`src/rtl/eth_crc_if.sv`:
```
`default_nettype none
// ============================================================================
//  Module   : eth_crc_if
//  Purpose  : Beat stream into, and frame results out of, the Ethernet
//             CRC-32 engine.
//  Signals  : in_valid/in_sop/in_eop/in_abort/in_data  - beat stream
//             out_valid/out_crc/out_ok/out_len/out_err - frame result
//  Modports : master - stream source / result sink
//             slave  - the CRC engine
//  Revision : 1.0 - initial release
// ============================================================================
interface eth_crc_if #(
  parameter int DATA_W = 4,
  parameter int LEN_W  = 16
);
  logic              in_valid;
  logic              in_sop;
  logic              in_eop;
  logic              in_abort;
  logic [DATA_W-1:0] in_data;
  logic              out_valid;
  logic [31:0]       out_crc;
  logic              out_ok;
  logic [LEN_W-1:0]  out_len;
  logic              out_err;

  modport master (
    output in_valid, in_sop, in_eop, in_abort, in_data,
    input  out_valid, out_crc, out_ok, out_len, out_err
  );

  modport slave (
    input  in_valid, in_sop, in_eop, in_abort, in_data,
    output out_valid, out_crc, out_ok, out_len, out_err
  );
endinterface
`default_nettype wire

```
`src/rtl/eth_crc_engine.sv`:
```
`default_nettype none
// ============================================================================
//  Module   : eth_crc_engine
//  Purpose  : Streaming reflected CRC-32 over SOP/EOP-delimited frames.
//             Produces the FCS (out_crc) and the residue check (out_ok) in
//             the same pass, plus the frame length in beats.
//  Ports    : clk  - clock
//             rst  - synchronous active-high reset
//             bus  - eth_crc_if.slave (beat stream in, frame result out)
//  Revision : 1.0 - initial release
// ============================================================================
module eth_crc_engine #(
  parameter int          DATA_W   = 4,
  parameter logic [31:0] CRC_POLY = 32'hEDB88320,
  parameter logic [31:0] CRC_INIT = 32'hFFFFFFFF,
  parameter logic [31:0] XOR_OUT  = 32'hFFFFFFFF,
  parameter logic [31:0] RESIDUE  = 32'hDEBB20E3,
  parameter int          LEN_W    = 16
) (
  input  logic     clk,
  input  logic     rst,
  eth_crc_if.slave bus
);

  localparam logic [0:0] S_IDLE   = 1'b0;
  localparam logic [0:0] S_ACTIVE = 1'b1;

  logic [0:0]       r_state;
  logic [31:0]      r_crc;
  logic [LEN_W-1:0] r_cnt;

  logic [31:0]      w_seed;
  logic [31:0]      w_next;
  logic [LEN_W-1:0] w_cnt_next;
  logic             w_accept;
  logic             w_err;

  // DATA_W serial LFSR steps unrolled into one combinational update, bit 0 first.
  function automatic logic [31:0] f_crc_update(input logic [31:0] crc,
                                               input logic [DATA_W-1:0] d);
    logic [31:0] c;
    c = crc;
    for (int i = 0; i < DATA_W; i++) begin
      if (c[0] ^ d[i]) c = (c >> 1) ^ CRC_POLY;
      else             c = c >> 1;
    end
    return c;
  endfunction

  always_comb begin
    w_seed     = bus.in_sop ? CRC_INIT : r_crc;
    w_next     = f_crc_update(w_seed, bus.in_data);
    // A SOP beat always restarts the count; otherwise saturate at all-ones.
    if (bus.in_sop)  w_cnt_next = LEN_W'(1);
    else if (&r_cnt) w_cnt_next = r_cnt;
    else             w_cnt_next = r_cnt + LEN_W'(1);
    // Beats are consumed when they start a frame or continue an open one.
    w_accept   = bus.in_valid && (bus.in_sop || (r_state == S_ACTIVE));
    // Violations: data outside a frame, or a new SOP inside an open frame.
    w_err      = bus.in_valid &&
                 (((r_state == S_IDLE)   && !bus.in_sop) ||
                  ((r_state == S_ACTIVE) &&  bus.in_sop));
  end

  always_ff @(posedge clk) begin
    if (rst) begin
      r_state       <= S_IDLE;
      r_crc         <= CRC_INIT;
      r_cnt         <= '0;
      bus.out_valid <= 1'b0;
      bus.out_err   <= 1'b0;
      bus.out_ok    <= 1'b0;
      bus.out_crc   <= '0;
      bus.out_len   <= '0;
    end else begin
      bus.out_valid <= 1'b0;
      bus.out_err   <= 1'b0;
      if (bus.in_abort) begin
        // Abort wins over any beat this cycle; held results stay untouched.
        r_state <= S_IDLE;
        r_crc   <= CRC_INIT;
        r_cnt   <= '0;
      end else begin
        if (w_err) bus.out_err <= 1'b1;
        if (w_accept) begin
          r_crc <= w_next;
          r_cnt <= w_cnt_next;
          if (bus.in_eop) begin
            bus.out_valid <= 1'b1;
            bus.out_crc   <= w_next ^ XOR_OUT;
            bus.out_ok    <= (w_next == RESIDUE);
            bus.out_len   <= w_cnt_next;
            r_state       <= S_IDLE;
          end else begin
            r_state       <= S_ACTIVE;
          end
        end
      end
    end
  end

endmodule
`default_nettype wire

```
`src/flat_wrapper.sv`:
```
// flat-port wrapper written by rule: the top's interface ports become plain ports
module eth_crc_engine_flat 
#(
  parameter int          DATA_W   = 4,
  parameter logic [31:0] CRC_POLY = 32'hEDB88320,
  parameter logic [31:0] CRC_INIT = 32'hFFFFFFFF,
  parameter logic [31:0] XOR_OUT  = 32'hFFFFFFFF,
  parameter logic [31:0] RESIDUE  = 32'hDEBB20E3,
  parameter int          LEN_W    = 16
)
  (clk, rst, bus_in_valid, bus_in_sop, bus_in_eop, bus_in_abort, bus_in_data, bus_out_valid, bus_out_crc, bus_out_ok, bus_out_len, bus_out_err);
  eth_crc_if #(.DATA_W(DATA_W), .LEN_W(LEN_W)) bus_i ();
  input  logic clk;
  input  logic rst;
  input wire logic [$bits(bus_i.in_valid)-1:0] bus_in_valid;
  input wire logic [$bits(bus_i.in_sop)-1:0] bus_in_sop;
  input wire logic [$bits(bus_i.in_eop)-1:0] bus_in_eop;
  input wire logic [$bits(bus_i.in_abort)-1:0] bus_in_abort;
  input wire logic [$bits(bus_i.in_data)-1:0] bus_in_data;
  output wire logic [$bits(bus_i.out_valid)-1:0] bus_out_valid;
  output wire logic [$bits(bus_i.out_crc)-1:0] bus_out_crc;
  output wire logic [$bits(bus_i.out_ok)-1:0] bus_out_ok;
  output wire logic [$bits(bus_i.out_len)-1:0] bus_out_len;
  output wire logic [$bits(bus_i.out_err)-1:0] bus_out_err;
  assign bus_i.in_valid = bus_in_valid;
  assign bus_i.in_sop = bus_in_sop;
  assign bus_i.in_eop = bus_in_eop;
  assign bus_i.in_abort = bus_in_abort;
  assign bus_i.in_data = bus_in_data;
  assign bus_out_valid = bus_i.out_valid;
  assign bus_out_crc = bus_i.out_crc;
  assign bus_out_ok = bus_i.out_ok;
  assign bus_out_len = bus_i.out_len;
  assign bus_out_err = bus_i.out_err;
  eth_crc_engine #(.DATA_W(DATA_W), .CRC_POLY(CRC_POLY), .CRC_INIT(CRC_INIT), .XOR_OUT(XOR_OUT), .RESIDUE(RESIDUE), .LEN_W(LEN_W)) u_core (.clk(clk), .rst(rst), .bus(bus_i));
endmodule
```
`config.mk`:
```
export PLATFORM = sky130hd
export DESIGN_NAME = eth_crc_engine_flat
export DESIGN_NICKNAME = d
export VERILOG_FILES = /design/src/rtl/eth_crc_if.sv /design/src/rtl/eth_crc_engine.sv /design/src/flat_wrapper.sv
export SDC_FILE = /design/constraint.sdc
export NUM_CORES = 1
export LEC_CHECK = 0
export ABC_AREA = 1
export ABC_CLOCK_PERIOD_IN_PS = 4500
export BUFFER_PORTS_ARGS = -buffer_cell sky130_fd_sc_hd__buf_4
export CAP_MARGIN = 20
export CORE_ASPECT_RATIO = 0.9
export CORE_MARGIN = 2
export CORE_UTILIZATION = 55
export DETAILED_ROUTE_END_ITERATION = 10
export PLACE_DENSITY = 0.78
export SLEW_MARGIN = 0
export SYNTH_ARGS = -nofsm -noshare
export SYNTH_HDL_FRONTEND = slang
export SYNTH_SLANG_ARGS = --single-unit
```
`constraint.sdc`:
```
create_clock -name clk -period 4.5 [get_ports clk]
set_clock_uncertainty 0.1 [all_clocks]
set_input_delay 0.45 -clock clk [delete_from_list [all_inputs] [get_ports clk]]
set_output_delay 0.45 -clock clk [all_outputs]
set_load 0.05 [all_outputs]
```
==> flow_metrics.tcl <==
set metrics [dict create \
    status "finished clean" \
    p_leak_nw 2.52 \
    multi_input_area_um2 2380 \
    die_area_um2 9460 \
    finalHoldViolations 0 \
    arrival_ns 3.15 \
    critPathMaxStageDelay_ns 0.50 \
    drc 0 \
    setup_viol 0 \
    setup_tns_ns 0 \
    drt_iter0_markers 372 \
    fmax_ghz 0.333 \
    layout_worst_path_cycle_share_pct 66.7 \
    htreeDepth 3 \
    grt_overflow 0 \
    ys_types 32 \
    p_switching_mw 0.556 \
    cts_tree "built" \
    netlist_instances 693 \
    route.met3.wl_mm 1.16 \
    antenna_found_initial 0 \
    power.share.switching_pct 30.6 \
    synth-seq-cells 100 \
    met2RoutedLength_mm 5.52 \
    comb_power_share_pct 17.4 \
    slew_violations 0 \
    drt_wl_total_mm 12.8 \
    cts_sinks 100 \
    ir_worst_vdd_mv 0.284 \
    die_w_um 102 \
    cp_max_fo 86 \
    grt_pass1_wl_mm 20.9 \
    initial_core_util_pct 56.1 \
    top_layer_used "met4" \
    grt_pass1_vias 4288 \
    synth_common_cells "150 x nand2_1, 100 x dfxtp_1, 88 x o21ai_0" \
    core-area_um2 8530 \
    yosysTopAreaCell "dfxtp_1" \
    powerDensity_nw_per_um2 331 \
    port_buffers 60 \
    gr-usage-all-layers_pct 28.1 \
    crit_buf_inv 5 \
    ff_latch_area_um2 2000 \
    fill_cells 769 \
    num_antenna_cells 0 \
    dr.pass1.iters 5 \
    cts_made_buffers 9 \
    path_delay_family "buffers and inverters" \
    cts_resized 0 \
    wl_met1_mm 5.88 \
    grt_max_degree 87 \
    tightest_slew_ns 0.984 \
    cts.reportedPaths.clkPinSlew_ns 0.09 \
    cts_setup_buffers 0 \
    worstPathRequired_ns 4.65 \
    holdCritPathClass "primary input to flop" \
    synth-async-reset-ratio_pct 0 \
    via_per_inst 5.58 \
    power_mw 1.82 \
    area_growth_pct 14.7 \
    slew-limit-headroom_pct 34.3 \
    root_buffer "clkbuf_8" \
    fin_crit_ns 3.00 \
    synth_area_um2 4790 \
    cpMaxStageDelayCell "nor2_4" \
    yosys-top-cells-area "dfxtp_1 42%, nand2_1 12%, o21ai_0 9.2%" \
    die_h_um 92.5 \
    antenna_left 0 \
    insertion_delay_ns 0.36 \
    wl_per_cell_um 15.0 \
    drive_gt1_share_pct 13.7 \
    io_pins 61 \
    synth_edf_count 0 \
    post-dp-hpwl_mm 9.08 \
    maxCapViolations 0 \
    ys_warn_count 0 \
    synthesis.nets 706 \
    rsz0062_at_grt "false" \
    gp_congestion 0.944 \
    layout.nets 745 \
    cts_hold_buffers 0 \
    worstPathCellList "buf_4, inv_2, ha_1, nor2_4, nand2_1, nor2_4, buf_12, inv_1, o21ai_0, inv_1" \
    cp-start-kind "primary input" \
    yosysMostFrequentCell "nand2_1" \
    yosysSeqAreaShare_pct 41.8 \
    p_int_mw 1.26 \
    synth_area_per_cell_um2 6.91 \
    pwr-share-clk_pct 31.1 \
    vias 4775 \
    rows 32 \
    worstSetupPathType "primary input to flop" \
    cts_buffer_depth 2 \
    crit_path_end_kind "flop" \
    synthFlopType "dfxtp_1" \
    seqPwrFrac_pct 51.6 \
    synth_top_area_share_pct 41.8 \
]
[kinds of logic after synthesis]
group	count (synthesis)	synth area share (%)
flip-flops	100	41.8
AND/OR/NAND/NOR	283	25.2
adder cells (fa/ha/maj)	3	0.784
XOR/XNOR	12	2.48
buffers and inverters	103	8.68
AO/OA/AOI/OAI	192	21.1
[flip-flops by register name, indices dropped and copies added, names as in the netlist]
signal	cells
u_core.bus.out_ok	1
u_core.r_cnt	16
u_core.bus.out_valid	1
u_core.r_state	1
u_core.bus.out_crc	32
u_core.bus.out_err	1
u_core.bus.out_len	16
u_core.r_crc	32
[area by class of cell]
cell class              count  area share [%]
clock buffers              10            2.33
clock inverters             5            1.12
inverters                  67            4.58
multi-input cells         490            43.4
flip-flops and latches    100            36.5
well taps                 119            2.71
repair buffers             64            9.35
[layout by cell type, fill, tap and decap left out, drive strengths merged, types with 2 or more instances in the layout]
cell / count
nand2: 163
dfxtp: 100
o21ai: 91
a21oi: 83
nor2: 78
inv: 68
buf: 64
nand3: 22
o211ai: 15
clkbuf: 10
xor2: 9
nand3b: 8
nand4: 6
nor3: 3
ha: 3
clkinv: 3
or2: 2
xnor2: 2
[power groups by stage]
stage	registers [mW]	logic [mW]	clock network, mW
final	0.938	0.316	0.565
after global routing	0.942	0.341	0.612
after CTS	0.937	0.306	0.578
after detailed placement	0.958	0.304	0
after global placement	0.957	0.299	0
after floorplan	1.01	0.159	0
[per-stage QoR]
stage	util, %	setup slack (ns)	std cells	hold WS (ns)	instance area [um^2]
finish	64.3	1.50	855	0.267	5490
global route	64.3	1.22	855	0.282	5490
CTS	64.0	1.55	854	0.250	5460
detailed placement	61.8	1.19	839	0.354	5270
global placement	61.8	1.34	839	0.352	5270
floorplan	-	2.32	693	0.330	4790
[final timing paths]
kind / slack, ns / cells after the start / startpoint / endpoint
min: 0.27 / 2 / rst / u_core.bus.out_ok
min reg2reg: 0.37 / 2 / u_core.r_state / u_core.r_state
max: 1.50 / 10 / bus_in_sop / u_core.bus.out_crc[28]
max reg2reg: 1.95 / 9 / u_core.r_state / u_core.bus.out_crc[28]
[metal layers]
| metal | GRT usage, % | vias up |
|---|---|---|
| li1 | - | 2345 |
| met1 | 41.0 | 2165 |
| met2 | 41.7 | 237 |
| met3 | 5.28 | 28 |
| met4 | 9.11 | 0 |
| met5 | 0 | - |
(Power assumes the default switching activity.)
